**src/rtl/color_mix_pipe.sv**
```systemverilog
`default_nettype none
// +--------------------------------------------------------------------------+
// | Module      : color_mix_pipe                                             |
// | Description : 3-stage RGB colour-mix pipeline (colour, tinted mono,      |
// |               inverted, black) with frame-synchronous mode switching.    |
// |               Define COLOR_MIX_FADE_EN to enable the per-frame           |
// |               brightness fade-out / fade-in around every mode change.    |
// | Revision    : 1.0 - initial release                                      |
// +--------------------------------------------------------------------------+
module color_mix_pipe #(
  parameter int DW        = 8,
  parameter int FADE_LOG2 = 3
) (
  input  logic          clk_vid,
  input  logic          reset_n,
  input  logic          ce_pix,
  input  logic [2:0]    mix,
  input  logic [DW-1:0] R_in,
  input  logic [DW-1:0] G_in,
  input  logic [DW-1:0] B_in,
  input  logic          HSync_in,
  input  logic          VSync_in,
  input  logic          HBlank_in,
  input  logic          VBlank_in,
  output logic [DW-1:0] R_out,
  output logic [DW-1:0] G_out,
  output logic [DW-1:0] B_out,
  output logic          HSync_out,
  output logic          VSync_out,
  output logic          HBlank_out,
  output logic          VBlank_out,
  output logic [2:0]    mode_active,
  output logic          busy
);

  // Elaboration-time guard on the supported parameter range
  if (DW < 4 || DW > 12 || FADE_LOG2 < 0 || FADE_LOG2 > 8) begin : g_param_check
    $error("color_mix_pipe: DW must be 4..12 and FADE_LOG2 0..8");
  end

  localparam logic [2:0]    MODE_GREEN = 3'd2;
  localparam logic [2:0]    MODE_AMBER = 3'd3;
  localparam logic [2:0]    MODE_CYAN  = 3'd4;
  localparam logic [2:0]    MODE_GRAY  = 3'd5;
  localparam logic [2:0]    MODE_INV   = 3'd6;
  localparam logic [DW+7:0] K_R        = (DW+8)'(54);
  localparam logic [DW+7:0] K_G        = (DW+8)'(183);
  localparam logic [DW+7:0] K_B        = (DW+8)'(18);

  // ---------------------------------------------------------------- frame tick
  logic vb_prev;
  logic frame_tick;

  // Remember VBlank as seen on the last pixel enable, for rising-edge detection
  always_ff @(posedge clk_vid or negedge reset_n) begin
    if (!reset_n)    vb_prev <= 1'b0;
    else if (ce_pix) vb_prev <= VBlank_in;
  end

  assign frame_tick = ce_pix & VBlank_in & ~vb_prev;

  // ---------------------------------------------------------------- stage 1
  logic [DW+7:0] px;
  logic [DW-1:0] luma;
  logic [DW-1:0] s1_r, s1_g, s1_b, s1_luma;
  logic [3:0]    s1_tim;

  assign px   = ({8'd0, R_in} * K_R) + ({8'd0, G_in} * K_G) + ({8'd0, B_in} * K_B);
  assign luma = DW'(px >> 8);

  // Capture the pixel, its luma and the timing bits
  always_ff @(posedge clk_vid or negedge reset_n) begin
    if (!reset_n) begin
      s1_r <= '0; s1_g <= '0; s1_b <= '0; s1_luma <= '0; s1_tim <= '0;
    end else if (ce_pix) begin
      s1_r    <= R_in;
      s1_g    <= G_in;
      s1_b    <= B_in;
      s1_luma <= luma;
      s1_tim  <= {HSync_in, VSync_in, HBlank_in, VBlank_in};
    end
  end

  // ---------------------------------------------------------------- stage 2
  logic [DW-1:0] sel_r, sel_g, sel_b;
  logic [DW-1:0] s2_r, s2_g, s2_b;
  logic [3:0]    s2_tim;

  // Map the stage-1 pixel through the currently applied mode; unused channels 0
  always_comb begin
    sel_r = '0;
    sel_g = '0;
    sel_b = '0;
    case (mode_active)
      3'd0, 3'd1: begin sel_r = s1_r; sel_g = s1_g; sel_b = s1_b; end
      MODE_GREEN: sel_g = s1_luma;
      MODE_AMBER: begin sel_r = s1_luma; sel_g = s1_luma - (s1_luma >> 2); end
      MODE_CYAN:  begin sel_g = s1_luma; sel_b = s1_luma; end
      MODE_GRAY:  begin sel_r = s1_luma; sel_g = s1_luma; sel_b = s1_luma; end
      MODE_INV:   begin sel_r = ~s1_r; sel_g = ~s1_g; sel_b = ~s1_b; end
      default:    ;
    endcase
  end

  // Register the mode-mapped pixel and carry timing along
  always_ff @(posedge clk_vid or negedge reset_n) begin
    if (!reset_n) begin
      s2_r <= '0; s2_g <= '0; s2_b <= '0; s2_tim <= '0;
    end else if (ce_pix) begin
      s2_r   <= sel_r;
      s2_g   <= sel_g;
      s2_b   <= sel_b;
      s2_tim <= s1_tim;
    end
  end

  // ---------------------------------------------------------------- stage 3
  logic [DW-1:0] fin_r, fin_g, fin_b;

`ifdef COLOR_MIX_FADE_EN
  localparam int              LVL_W    = FADE_LOG2 + 1;
  localparam logic [LVL_W-1:0] LVL_FULL = LVL_W'(1 << FADE_LOG2);
  localparam logic [LVL_W-1:0] LVL_ONE  = LVL_W'(1);

  localparam logic [1:0] IDLE     = 2'd0;
  localparam logic [1:0] FADE_OUT = 2'd1;
  localparam logic [1:0] FADE_IN  = 2'd2;

  logic [1:0]       state, next_state;
  logic [LVL_W-1:0] lvl, next_lvl, lvl_inc;
  logic [2:0]       next_mode;
  logic             go_down;
  logic [DW+LVL_W-1:0] prod_r, prod_g, prod_b;

  assign lvl_inc = lvl + LVL_ONE;

  // Fade state, brightness level and applied mode move together on frame ticks
  always_ff @(posedge clk_vid or negedge reset_n) begin
    if (!reset_n) begin
      state       <= IDLE;
      lvl         <= LVL_FULL;
      mode_active <= 3'd0;
    end else begin
      state       <= next_state;
      lvl         <= next_lvl;
      mode_active <= next_mode;
    end
  end

  // Next fade step: stepping down to 0 swaps in the latest request and turns round
  always_comb begin
    next_state = state;
    next_lvl   = lvl;
    next_mode  = mode_active;
    go_down    = 1'b0;
    if (frame_tick) begin
      case (state)
        IDLE:     go_down = (mix != mode_active);
        FADE_OUT: go_down = 1'b1;
        FADE_IN: begin
          if (mix != mode_active) begin
            go_down = 1'b1;
          end else begin
            next_lvl = lvl_inc;
            if (lvl_inc == LVL_FULL) next_state = IDLE;
          end
        end
        default:  next_state = IDLE;
      endcase
      if (go_down) begin
        if (lvl <= LVL_ONE) begin
          next_lvl   = '0;
          next_mode  = mix;
          next_state = FADE_IN;
        end else begin
          next_lvl   = lvl - LVL_ONE;
          next_state = FADE_OUT;
        end
      end
    end
  end

  // Busy for the whole fade-out / fade-in excursion
  always_comb begin
    busy = (state != IDLE);
  end

  assign prod_r = {{LVL_W{1'b0}}, s2_r} * {{DW{1'b0}}, lvl};
  assign prod_g = {{LVL_W{1'b0}}, s2_g} * {{DW{1'b0}}, lvl};
  assign prod_b = {{LVL_W{1'b0}}, s2_b} * {{DW{1'b0}}, lvl};
  assign fin_r  = DW'(prod_r >> FADE_LOG2);
  assign fin_g  = DW'(prod_g >> FADE_LOG2);
  assign fin_b  = DW'(prod_b >> FADE_LOG2);
`else
  // Without fading the new mode takes effect on the very frame tick it is seen
  always_ff @(posedge clk_vid or negedge reset_n) begin
    if (!reset_n)                                mode_active <= 3'd0;
    else if (frame_tick && (mix != mode_active)) mode_active <= mix;
  end

  assign busy  = 1'b0;
  assign fin_r = s2_r;
  assign fin_g = s2_g;
  assign fin_b = s2_b;
`endif

  // Final output register keeps latency at three pixel enables in both builds
  always_ff @(posedge clk_vid or negedge reset_n) begin
    if (!reset_n) begin
      R_out <= '0; G_out <= '0; B_out <= '0;
      HSync_out <= 1'b0; VSync_out <= 1'b0; HBlank_out <= 1'b0; VBlank_out <= 1'b0;
    end else if (ce_pix) begin
      R_out <= fin_r;
      G_out <= fin_g;
      B_out <= fin_b;
      {HSync_out, VSync_out, HBlank_out, VBlank_out} <= s2_tim;
    end
  end

endmodule
`default_nettype wire

```
**config.mk**
```make
export PLATFORM = sky130hd
export DESIGN_NAME = color_mix_pipe
export DESIGN_NICKNAME = d
export VERILOG_FILES = /design/src/rtl/color_mix_pipe.sv
export SDC_FILE = /design/constraint.sdc
export NUM_CORES = 1
export LEC_CHECK = 0
export ABC_AREA = 1
export BUFFER_PORTS_ARGS = -buffer_cell sky130_fd_sc_hd__buf_2
export CORE_MARGIN = 2
export CORE_UTILIZATION = 61
export DETAILED_ROUTE_END_ITERATION = 10
export PLACE_DENSITY = 0.88
export SLEW_MARGIN = 10
export SYNTH_ARGS = -nofsm -noshare
export SYNTH_HDL_FRONTEND = slang
export SYNTH_SLANG_ARGS = --single-unit
```
**constraint.sdc**
```tcl
create_clock -name clk_vid -period 2.6 [get_ports clk_vid]
set_clock_uncertainty 0.15 [all_clocks]
set_input_delay 0.78 -clock clk_vid [delete_from_list [all_inputs] [get_ports clk_vid]]
set_output_delay 0.78 -clock clk_vid [all_outputs]
set_load 0.005 [all_outputs]
```
==> impl_metrics.json <==
{
  "die_area_mm2": 0.0137,
  "start_util_pct": 62.2,
  "synth_cell_type_count": 37,
  "reg2reg_setup_slack_ns": 0.54,
  "cp_common_cell": "fa_1",
  "core_mm2": 0.0125,
  "synth.top_cell.area_share_pct": 30.5,
  "totalWireLength_um": 18900,
  "crit_path_max_incr_delay_ns": 0.53,
  "max-cap-violations": 0,
  "tightest_slew_ns": 1.06,
  "synth_most_common_cell": "nand2_1",
  "clk_path_buf_depth": 2,
  "die_x_um": 117,
  "worstReg2RegEnd": "fin_g[4]$_DFFE_PN0P_",
  "fmax_mhz": 155,
  "status": "finished with violations",
  "rows": 41,
  "synth_seq_cells": 95,
  "layout.nets": 1300,
  "synth_common_cells": "nand2_1 (255), inv_1 (221), o21ai_0 (99)",
  "netlist_top_cells_area": "dfrtp_1 (31%), fa_1 (14%), ha_1 (13%)",
  "yosys_warnings": 0,
  "die_h_um": 117,
  "grt_max_degree": 86,
  "worstPathRequired_ns": 2.68,
  "antenna_found_initial": 0,
  "fin_crit_ns": 6.47,
  "drive_above_1_share_pct": 20.4,
  "htreeDepth": 3,
  "start_kind": "primary input",
  "wl_per_cell_um": 14.5,
  "synth-edff-count": 0,
  "cts.sink_count": 95,
  "final_cells": 1309,
  "overflow": 0,
  "dpl.cell_count": 1291,
  "portBuffers": 64,
  "worst-path-buf-inv": 8,
  "clkTransAtPathRegs_ns": 0.06,
  "fillCellCount": 901,
  "synth.cell_area_mm2": 0.00779,
  "finalCritPeriodShare_pct": 249,
  "crit_slowest_cell": "fa_1",
  "holdBufCountCts": 0,
  "finalSetupViolCount": 8,
  "critical_path_class": "in -> reg",
  "fin_ws_ns": -3.87,
  "vias": 6844,
  "async_flop_share_pct": 100,
  "io_pins": 66,
  "track_usage_pct": 28.4,
  "ctsRootBufferMaster": "clkbuf_16",
  "violations": "negative setup slack",
  "multiInputGateArea_mm2": 0.00475,
  "path_max_fanout": 4,
  "dr.pass1.iters": 5,
  "dp_hpwl_um": 15000,
  "yosys.area.top_type": "dfrtp_1",
  "route.detailed.drc": 0,
  "reg2reg_from": "s1_luma[0]$_DFFE_PN0P_",
  "first_iter_violations": 440,
  "postSynthCellCount": 993,
  "areaGrowthSynthToFinish_pct": 21.8,
  "grt_pass1_wl_um": 30200,
  "fin_hold_ws_ns": 0.210,
  "grt_pass1_vias": 6671,
  "ant_nets": 0,
  "cts_buffers": 9,
  "finalHoldViolations": 0,
  "reg2reg_depth": 12,
  "grt_setup_unrepaired": "true",
  "synth_ff_type": "dfrtp_1",
  "avgSynthCellArea_um2": 7.84,
  "slew_headroom_pct": 29.2,
  "worstSetupEndpointType": "register",
  "hold_class": "in -> async",
  "syn_nets": 1161,
  "crit_arrival_ns": 6.55,
  "gp_congestion": 0.932,
  "seq_area_frac_synth_pct": 30.5,
  "cts_tree": "done",
  "vias_per_cell": 5.23,
  "maxSlewViolCount": 0,
  "cpLargestDelayFamily": "adder cells",
  "regArea_mm2": 0.00238,
  "worstSkewPairLatency_ns": 0.34
}
==> logic make-up after synthesis <==
kind of cell	Yosys count	share of synthesized area, %
buffers and inverters	248	12.1
AOI/OAI and AO/OA	150	10.0
and+or+nand+nor	347	18.4
muxes	1	0.145
other	1	0.0482
DFF	95	30.5
xor gates and xnor gates	17	1.91
adders and majority gates	134	26.7
==> flip-flops by register name (all words and copies together) (netlist names) <==
name         flops
B_out            8
G_out            8
R_out            8
fin_b            8
fin_g            8
fin_r            8
s1_b             8
s1_g             8
s1_luma          8
s1_r             8
s1_tim           4
s2_tim           4
mode_active      3
HBlank_out       1
HSync_out        1
VBlank_out       1
VSync_out        1
==> worst max path at each step <==
stage            start                endpoint  slack, ns  cells after the start
2_1_floorplan  R_in[1]  s1_luma[6]$_DFFE_PN0P_      -3.76                     26
5_1_grt        R_in[1]  s1_luma[6]$_DFFE_PN0P_      -4.07                     27
3_3_place_gp   R_in[1]  s1_luma[7]$_DFFE_PN0P_      -4.12                     26
3_5_place_dp   R_in[1]  s1_luma[6]$_DFFE_PN0P_      -4.29                     27
4_1_cts        R_in[1]  s1_luma[6]$_DFFE_PN0P_      -3.83                     27
6_report       R_in[1]  s1_luma[7]$_DFFE_PN0P_      -3.87                     26
==> layout make-up <==
class                      instances  area share [%]
clock inverter                     3           0.198
tap                              172            2.27
clock buffer                      12            2.60
antenna                            1          0.0264
multi-input combinational        650            50.2
timing repair buffer             152            10.8
inverter                         224            8.87
sequential                        95            25.1
==> timing repair <==
action                                  CTS  global route
endpoints found under the setup margin    8             8
setup buffers                             1             1
pin swaps                                19            17
resized for setup                        23            17
==> per-layer routing <==
layer	share of wire [%]	track usage (%)
met4	4.2	11.7
met1	41	34.9
met5	0	0
met2	50	50.6
met3	4.8	3.66
==> stage by stage <==
step	utilization (%)	cell area (um^2)	setup WS, ns	setup TNS, ns
6_report	75.7	9480	-3.87	-30.64
4_1_cts	75.1	9400	-3.83	-30.29
5_1_grt	75.7	9480	-4.07	-32.15
3_3_place_gp	72.3	9050	-4.12	-32.54
2_1_floorplan	-	7950	-3.76	-29.67
3_5_place_dp	72.3	9050	-4.29	-34.03
==> layout by cell type, fill, tap and decap left out, types with 2 or more instances in the layout <==
cell type,instances
a21o_1,3
a21oi_1,24
a21oi_2,7
a31oi_1,2
buf_12,2
buf_2,61
buf_4,87
clkbuf_1,2
clkbuf_16,9
clkinv_2,2
dfrtp_1,95
fa_1,53
ha_1,67
ha_4,12
inv_1,210
inv_2,14
nand2_1,241
nand2_2,13
nand2_4,3
nand3_1,36
nand3_2,3
nand4_1,10
nor2_1,26
nor2_2,2
nor2_4,4
nor3_1,4
o211ai_1,2
o21ai_0,97
o21ai_1,6
o22ai_1,3
xnor2_1,7
xor2_1,9
Power is left out: the tool's default activity adds up to more than one toggle a clock period on the data nets, which glitch-free logic cannot reach.
